==> config.mk <==
export PLATFORM = sky130hd
export DESIGN_NAME = systolic_array_v2
export DESIGN_NICKNAME = d
export VERILOG_FILES = /design/src/rtl/sa_pkg.sv /design/src/rtl/sa_adder_tree.sv /design/src/rtl/systolic_array_v2.sv
export SDC_FILE = /design/constraint.sdc
export NUM_CORES = 2
export LEC_CHECK = 0
export CORE_UTILIZATION = 58
export DETAILED_ROUTE_END_ITERATION = 6
export PLACE_DENSITY = 0.79
export SETUP_SLACK_MARGIN = 0.1
export SLEW_MARGIN = 10
export SYNTH_ARGS = -nofsm -noshare
export SYNTH_HDL_FRONTEND = slang
export SYNTH_HIERARCHICAL = 1
export SYNTH_SLANG_ARGS = --single-unit
==> constraint.sdc <==
create_clock -name clk -period 2.38 [get_ports clk]
set_input_delay 0.238 -clock clk [delete_from_list [all_inputs] [get_ports clk]]
set_output_delay 0.238 -clock clk [all_outputs]
set_load 0.1 [all_outputs]
==> src/rtl/sa_pkg.sv <==
// Shared types and sizing helpers for the systolic MAC array.
package sa_pkg;

    typedef enum logic [1:0] {
        ST_IDLE  = 2'd0,
        ST_ACCUM = 2'd1,
        ST_DRAIN = 2'd2,
        ST_OUT   = 2'd3
    } sa_state_e;

    // Number of registered adder-tree stages needed to reduce n operands
    function automatic int sa_stages(input int n);
        return $clog2(n);
    endfunction

    // Cycles from beat acceptance until the tree sum is registered
    function automatic int sa_latency(input int n);
        return 32'sd1 + sa_stages(n);
    endfunction

    // Operand count entering tree level lv (ceil(n / 2^lv))
    function automatic int sa_ops_at(input int n, input int lv);
        return (n + (32'sd1 <<< lv) - 32'sd1) >>> lv;
    endfunction

endpackage

==> src/rtl/sa_adder_tree.sv <==
// Registered pairwise reduction tree; each level widens by one bit and an
// unpaired operand is carried through its level as a registered pass-through.
module sa_adder_tree
    import sa_pkg::*;
#(
    parameter int N_OPS = 16,
    parameter int OP_W  = 16,
    localparam int STAGES = sa_stages(N_OPS),
    localparam int SUM_W  = OP_W + STAGES
) (
    input  logic                     clk,
    input  logic                     reset_n,
    input  logic [N_OPS*OP_W-1:0]    ops,
    output logic signed [SUM_W-1:0]  sum
);

    for (genvar lv = 0; lv < STAGES; lv++) begin : g_lvl
        localparam int NI = sa_ops_at(N_OPS, lv);
        localparam int NO = sa_ops_at(N_OPS, lv + 1);
        localparam int WI = OP_W + lv;

        logic signed [WI-1:0] d [NI];
        logic signed [WI:0]   q [NO];

        if (lv == 0) begin : g_src
            for (genvar k = 0; k < NI; k++) begin : g_in
                assign d[k] = ops[k*OP_W +: OP_W];
            end
        end else begin : g_src
            assign d = g_lvl[lv-1].q;
        end

        for (genvar j = 0; j < NO; j++) begin : g_node
            logic signed [WI:0] node_r;
            assign q[j] = node_r;

            if (2 * j + 1 < NI) begin : g_add
                // Pairwise sum register
                always_ff @(posedge clk or negedge reset_n) begin
                    if (!reset_n) begin
                        node_r <= '0;
                    end else begin
                        node_r <= (WI+1)'(d[2*j]) + (WI+1)'(d[2*j+1]);
                    end
                end
            end else begin : g_pass
                // Odd operand carried to the next level
                always_ff @(posedge clk or negedge reset_n) begin
                    if (!reset_n) begin
                        node_r <= '0;
                    end else begin
                        node_r <= (WI+1)'(d[2*j]);
                    end
                end
            end
        end
    end

    assign sum = g_lvl[STAGES-1].q[0];

endmodule

==> src/rtl/systolic_array_v2.sv <==
// Pipelined MAC_NUM-lane dot-product engine with accumulate, shift and saturate.
// Optional build macro SA_ROUND_EN selects round-half-up instead of floor on the shift.
module systolic_array_v2
    import sa_pkg::*;
#(
    parameter int MAC_NUM = 16,
    parameter int BW_ACT  = 8,
    parameter int BW_WET  = 8,
    parameter int BW_ACCU = 32
) (
    input  logic                              clk,
    input  logic                              reset_n,
    input  logic                              in_valid,
    output logic                              in_ready,
    input  logic                              in_last,
    input  logic signed [MAC_NUM*BW_ACT-1:0]  act_in,
    input  logic signed [MAC_NUM*BW_WET-1:0]  wet_in,
    input  logic [7:0]                        res_shift_num,
    output logic                              out_valid,
    input  logic                              out_ready,
    output logic signed [BW_ACT-1:0]          result_out,
    output logic                              busy
);

    localparam int STAGES = sa_stages(MAC_NUM);
    localparam int LAT    = sa_latency(MAC_NUM);
    localparam int PROD_W = BW_ACT + BW_WET;
    localparam int SUM_W  = PROD_W + STAGES;
    localparam logic [7:0] DRAIN_LAST = 8'(LAT);
    localparam logic signed [BW_ACCU:0] SAT_MAX =
        {{(BW_ACCU-BW_ACT+2){1'b0}}, {(BW_ACT-1){1'b1}}};
    localparam logic signed [BW_ACCU:0] SAT_MIN =
        {{(BW_ACCU-BW_ACT+2){1'b1}}, {(BW_ACT-1){1'b0}}};

    sa_state_e                  state_r;
    logic [7:0]                 drain_cnt_r;
    logic [7:0]                 shift_r;
    logic                       in_ready_r;
    logic                       out_valid_r;
    logic                       busy_r;
    logic signed [BW_ACT-1:0]   result_r;
    logic signed [PROD_W-1:0]   prod_r [MAC_NUM];
    logic [MAC_NUM*PROD_W-1:0]  prod_flat_s;
    logic signed [SUM_W-1:0]    tree_sum_s;
    logic signed [BW_ACCU-1:0]  sum_ext_s;
    logic signed [BW_ACCU-1:0]  acc_r;
    logic [LAT-1:0]             vld_pipe_r;
    logic [LAT-1:0]             first_pipe_r;
    logic signed [BW_ACCU:0]    ext_s;
    logic signed [BW_ACCU:0]    bias_s;
    logic signed [BW_ACCU:0]    shifted_s;
    logic signed [BW_ACT-1:0]   sat_s;
    logic                       accept_s;

    assign accept_s   = in_valid & in_ready_r;
    assign in_ready   = in_ready_r;
    assign out_valid  = out_valid_r;
    assign result_out = result_r;
    assign busy       = busy_r;

    // Stage 1: per-lane product registers, loaded only on accepted beats
    always_ff @(posedge clk or negedge reset_n) begin
        if (!reset_n) begin
            for (int i = 0; i < MAC_NUM; i++) prod_r[i] <= '0;
        end else if (accept_s) begin
            for (int i = 0; i < MAC_NUM; i++) begin
                prod_r[i] <= PROD_W'($signed(act_in[i*BW_ACT +: BW_ACT]))
                           * PROD_W'($signed(wet_in[i*BW_WET +: BW_WET]));
            end
        end else begin
            for (int i = 0; i < MAC_NUM; i++) prod_r[i] <= prod_r[i];
        end
    end

    // Flatten the product registers for the tree operand bus
    always_comb begin
        prod_flat_s = '0;
        for (int i = 0; i < MAC_NUM; i++) prod_flat_s[i*PROD_W +: PROD_W] = prod_r[i];
    end

    sa_adder_tree #(
        .N_OPS (MAC_NUM),
        .OP_W  (PROD_W)
    ) u_tree (
        .clk     (clk),
        .reset_n (reset_n),
        .ops     (prod_flat_s),
        .sum     (tree_sum_s)
    );

    // Valid/first-beat tags travel alongside the data so the accumulator knows when to load
    always_ff @(posedge clk or negedge reset_n) begin
        if (!reset_n) begin
            vld_pipe_r   <= '0;
            first_pipe_r <= '0;
        end else begin
            vld_pipe_r   <= {vld_pipe_r[LAT-2:0], accept_s};
            first_pipe_r <= {first_pipe_r[LAT-2:0], accept_s & (state_r == ST_IDLE)};
        end
    end

    assign sum_ext_s = BW_ACCU'(tree_sum_s);

    // Accumulator: load on the first beat, wrap-around add afterwards
    always_ff @(posedge clk or negedge reset_n) begin
        if (!reset_n) begin
            acc_r <= '0;
        end else if (vld_pipe_r[LAT-1]) begin
            acc_r <= first_pipe_r[LAT-1] ? sum_ext_s : acc_r + sum_ext_s;
        end else begin
            acc_r <= acc_r;
        end
    end

    // Arithmetic shift (optionally rounded) and saturation of the final accumulator
    always_comb begin
        ext_s  = {acc_r[BW_ACCU-1], acc_r};
        bias_s = '0;
`ifdef SA_ROUND_EN
        if ((shift_r != 8'd0) && (32'(shift_r) < BW_ACCU)) begin
            bias_s = {{BW_ACCU{1'b0}}, 1'b1} << (shift_r - 8'd1);
        end else begin
            bias_s = '0;
        end
`endif
        if (32'(shift_r) >= BW_ACCU) begin
            shifted_s = {(BW_ACCU+1){acc_r[BW_ACCU-1]}};
        end else begin
            shifted_s = (ext_s + bias_s) >>> shift_r;
        end
        if (shifted_s > SAT_MAX) begin
            sat_s = {1'b0, {(BW_ACT-1){1'b1}}};
        end else if (shifted_s < SAT_MIN) begin
            sat_s = {1'b1, {(BW_ACT-1){1'b0}}};
        end else begin
            sat_s = shifted_s[BW_ACT-1:0];
        end
    end

    // Control FSM with registered handshake outputs and captured shift
    always_ff @(posedge clk or negedge reset_n) begin
        if (!reset_n) begin
            state_r     <= ST_IDLE;
            drain_cnt_r <= 8'd0;
            shift_r     <= 8'd0;
            in_ready_r  <= 1'b0;
            out_valid_r <= 1'b0;
            busy_r      <= 1'b0;
            result_r    <= '0;
        end else begin
            case (state_r)
                ST_IDLE: begin
                    in_ready_r  <= 1'b1;
                    drain_cnt_r <= 8'd0;
                    if (accept_s) begin
                        shift_r <= res_shift_num;
                        busy_r  <= 1'b1;
                        if (in_last) begin
                            state_r    <= ST_DRAIN;
                            in_ready_r <= 1'b0;
                        end else begin
                            state_r <= ST_ACCUM;
                        end
                    end else begin
                        busy_r <= 1'b0;
                    end
                end
                ST_ACCUM: begin
                    if (accept_s && in_last) begin
                        state_r    <= ST_DRAIN;
                        in_ready_r <= 1'b0;
                    end else begin
                        state_r <= ST_ACCUM;
                    end
                end
                // Wait for the last beat to leave the tree and land in the accumulator
                ST_DRAIN: begin
                    if (drain_cnt_r == DRAIN_LAST) begin
                        state_r     <= ST_OUT;
                        out_valid_r <= 1'b1;
                        result_r    <= sat_s;
                    end else begin
                        drain_cnt_r <= drain_cnt_r + 8'd1;
                    end
                end
                ST_OUT: begin
                    if (out_ready) begin
                        state_r     <= ST_IDLE;
                        out_valid_r <= 1'b0;
                        in_ready_r  <= 1'b1;
                        busy_r      <= 1'b0;
                    end else begin
                        state_r <= ST_OUT;
                    end
                end
                default: begin
                    state_r     <= ST_IDLE;
                    in_ready_r  <= 1'b0;
                    out_valid_r <= 1'b0;
                    busy_r      <= 1'b0;
                end
            endcase
        end
    end

endmodule

==> impl_metrics.json <==
{
  "multiInputGateArea_sq_mm": 0.0592,
  "worst-path-buf-inv": 5,
  "via_per_inst": 5.67,
  "cts_made_buffers": 66,
  "drt_pass1_iterations": 6,
  "die_x_um": 357,
  "finalSetupViolCount": 218,
  "violations": "hold timing, setup timing",
  "path_max_fanout": 6,
  "synth-main-ff-cell": "dfrtp_1",
  "dpl_cell_area_sq_mm": 0.0873,
  "yosys_warnings": 6,
  "wirelength_um": 217000,
  "worstSetupEndpointType": "flop",
  "clock_latency_ns": 0.64,
  "required_ns": 2.88,
  "synth_area_per_cell_sq_um": 9.28,
  "yosysSeqAreaShare": 0.203,
  "fin_crit_sh": 1.67,
  "die_h_um": 357,
  "m1WireLength_um": 82700,
  "clockRootBuffer": "clkbuf_16",
  "grt_pass1_vias": 65900,
  "antenna_found_initial": 12,
  "tns_ns": -167.78,
  "slew_viol_final": 0,
  "hold_path_class": "in -> reg",
  "power.leakage_nw": 47.6,
  "netlist_top_cells_area": "fa_1 (25%), dfrtp_1 (20%), ha_1 (13%)",
  "grt_first_pass_wirelength_um": 318000,
  "synth_top_area_cell": "fa_1",
  "skew_ns": 0.0229,
  "dpl.hpwl_um": 150000,
  "holdWs_ns": -0.0135,
  "synth_nets": 9786,
  "irDropWorstVdd_mv": 0.829,
  "maxCapViolCount": 0,
  "path_class": "in -> reg",
  "initial_core_util": 0.588,
  "die_area_sq_mm": 0.127,
  "core_area_sq_mm": 0.124,
  "synth-edff-count": 0,
  "netlist.area_leader.share": 0.245,
  "boundaryPins": 280,
  "wl_met2_um": 113000,
  "fill_cells": 7261,
  "synth_seq_cells": 593,
  "nets": 11400,
  "cp_top_family": "adder cells",
  "core.rowCount": 129,
  "syn_inst": 7873,
  "hold_viol_final": 1,
  "startpoint_type": "input port",
  "gp_congestion": 0.941,
  "design_area_sq_mm": 0.0973,
  "clk_path_buf_depth": 3,
  "io_buffer_count": 279,
  "rsz0062_at_grt": "true",
  "grt-ovfl-total": 0,
  "path_clk_slew_ns": 0.06,
  "regArea_sq_mm": 0.0149,
  "worstPathCellList": "clkbuf_4 > buf_4 > and2_1 > ha_2 > fa_1 > ha_1 > inv_2 > fa_1 > inv_1 > ha_2 > inv_2 > fa_2 > nor2b_4 > o21ai_2 > a21boi_2 > o21ai_2 > a21boi_2 > o21ai_2 > a21boi_2 > or3_4 > nand3_2",
  "worst_slack_ns": -1.58,
  "cts_tree": "done",
  "status": "finished, violations left",
  "layout_min_cycle_time_ns": 3.96,
  "dr.first_iter.drc_count": 4142,
  "wire_per_inst_um": 19.4,
  "max_freq_mhz": 252,
  "arrival_ns": 4.46,
  "synthArstFlopShare": 1.00,
  "design_power_total_mw": 147,
  "htree_levels": 3,
  "crit_slowest_cell": "fa_1",
  "worst_pin_slew_ns": 0.633,
  "drcViolationCount": 0,
  "routed.top_layer": "met5",
  "maxSlewHeadroom": 0.578,
  "critPathMaxStageDelay_ns": 0.49,
  "cts_sinks": 593,
  "synth_cell_types": 115,
  "grtUsageTotal": 0.305,
  "grt_max_degree": 111,
  "power_density_mw_per_mm2": 1510,
  "area_delta_synth_final_pct": 33.2,
  "route.met3.wl_um": 10200,
  "vias": 63200,
  "syn_area_sq_mm": 0.0731,
  "antenna_left": 0,
  "layout-drive-gt1-share": 0.337
}
-- Yosys cell counts (all sizes together) (11+ instances only) --
cell type,instances
inv,1395
a21oi,309
nand2b,54
nor2,276
mux2,48
o21ai,355
and3,41
or3,21
nor3,77
dfrtp,593
ha,748
o22ai,29
clkbuf,82
a31oi,39
nand4,22
o21a,43
o21bai,46
o31ai,61
a221oi,17
fa,896
nor4,11
o211ai,30
xnor2,323
a2111oi,11
nand3b,27
and2,673
o221ai,11
nor2b,139
buf,37
nor3b,35
nand2,785
xor2,118
a21boi,46
a21o,141
or2,27
a211oi,41
o41ai,23
nand3,88
mux2i,22
-- metal layers --
layer | global-route usage | vias to the layer above
li1 | - | 28600
met1 | 0.376 | 31500
met2 | 0.552 | 2295
met3 | 0.0333 | 820
met4 | 0.106 | 12
met5 | 0 | -
-- stage by stage --
step	instances	util	worst slack, ns
3_5_place_dp	10800	0.703	-2.40
4_1_cts	11100	0.740	-1.38
6_report	11100	0.783	-1.58
2_1_floorplan	7873	-	-1.59
5_1_grt	11100	0.783	-1.65
3_3_place_gp	10800	0.703	-2.31
-- logic make-up (layout without fill, tap and decap cells) --
group                    count (synthesis)  in the layout  synth area share
AND/OR/NAND/NOR                       2298           2298             0.161
adder cells (fa/ha/maj)               1644           1644             0.374
buffers and inverters                 1517           3149            0.0808
AO/OA/AOI/OAI                         1304           1304             0.116
flip-flops                             593            593             0.203
XOR/XNOR                               441            441            0.0529
multiplexers                            76             76            0.0127
other                                    0              5                 0
-- registers in the layout, summed over array words and instances, names as in the netlist, 2 cells and up --
name and flops:
acc_r 32, drain_cnt_r 8, first_pipe_r 5, prod_flat_s 256
result_out 8, shift_r 8, state_r 2, u_tree/g_lvl.g_node.node_r 246
u_tree/sum 20, vld_pipe_r 5
-- cells in the final DEF (no fill, tap or decap), types with 216 or more instances in the layout --
master   count
nand2_1    738
xnor2_1    261
and2_4     216
dfrtp_1    574
fa_1       824
ha_1       539
buf_4     1130
nor2_1     248
inv_1     1174
buf_6      317
and2_1     456
-- final cells by class --
| cell class | instances | area share |
|---|---|---|
| Sequential cell | 593 | 0.153 |
| Inverter | 1398 | 0.0541 |
| Tap cell | 1637 | 0.0210 |
| Antenna cell | 5 | 0.000129 |
| Timing Repair Buffer | 1634 | 0.140 |
| Multi-Input combinational cell | 5763 | 0.608 |
| Clock buffer | 85 | 0.0187 |
| Clock inverter | 32 | 0.00531 |
-- path summary, 6_finish.rpt --
check                                        start                                        endpoint  slack (ns)  cells after the start
max in group asynchronous                  reset_n  u_tree/g_lvl[0].g_node[0].node_r[16]$_DFF_PN0_        1.24                      3
min reg2reg                vld_pipe_r[1]$_DFF_PN0_                         vld_pipe_r[2]$_DFF_PN0_        0.35                      0
min in group asynchronous                  reset_n                           acc_r[27]$_DFFE_PN0P_        0.20                      2
min                                    wet_in[120]                    prod_flat_s[240]$_DFFE_PN0P_       -0.01                      4
max reg2reg                 shift_r[0]$_DFFE_PN0P_                       result_out[4]$_DFFE_PN0P_       -0.69                     12
max                                     act_in[58]                    prod_flat_s[126]$_DFFE_PN0P_       -1.58                     21
-- report_power, final --
part | switching [mW] | leakage [nW] | internal [mW] | total (mW)
registers | 4.25 | 7.12 | 15.9 | 20.1
clock network | 4.51 | 1.14 | 6.59 | 11.1
logic | 60.2 | 39.3 | 55.1 | 115
total | 69.0 | 47.6 | 77.6 | 147
-- worst register-to-register path, cell delays in order (launching register included) --
cell and delay [ns]:
dfrtp_2 0.49, buf_12 0.17, buf_4 0.16, mux2_4 0.33
o311ai_2 0.22, o211ai_1 0.26, buf_4 0.24, mux2i_4 0.16
nand4_1 0.11, o21ai_1 0.12, nand4_1 0.18, a21boi_4 0.34
a41oi_2 0.15
-- what timing repair did --
action	in CTS	in global routing
resized for setup	1532	1235
setup endpoints to repair	294	318
pin swaps	479	808
cloned	0	1
endpoints found under the hold margin	41	0
setup buffers	149	184
hold buffers	5	0
No activity file was read; power rests on OpenSTA's default activity.
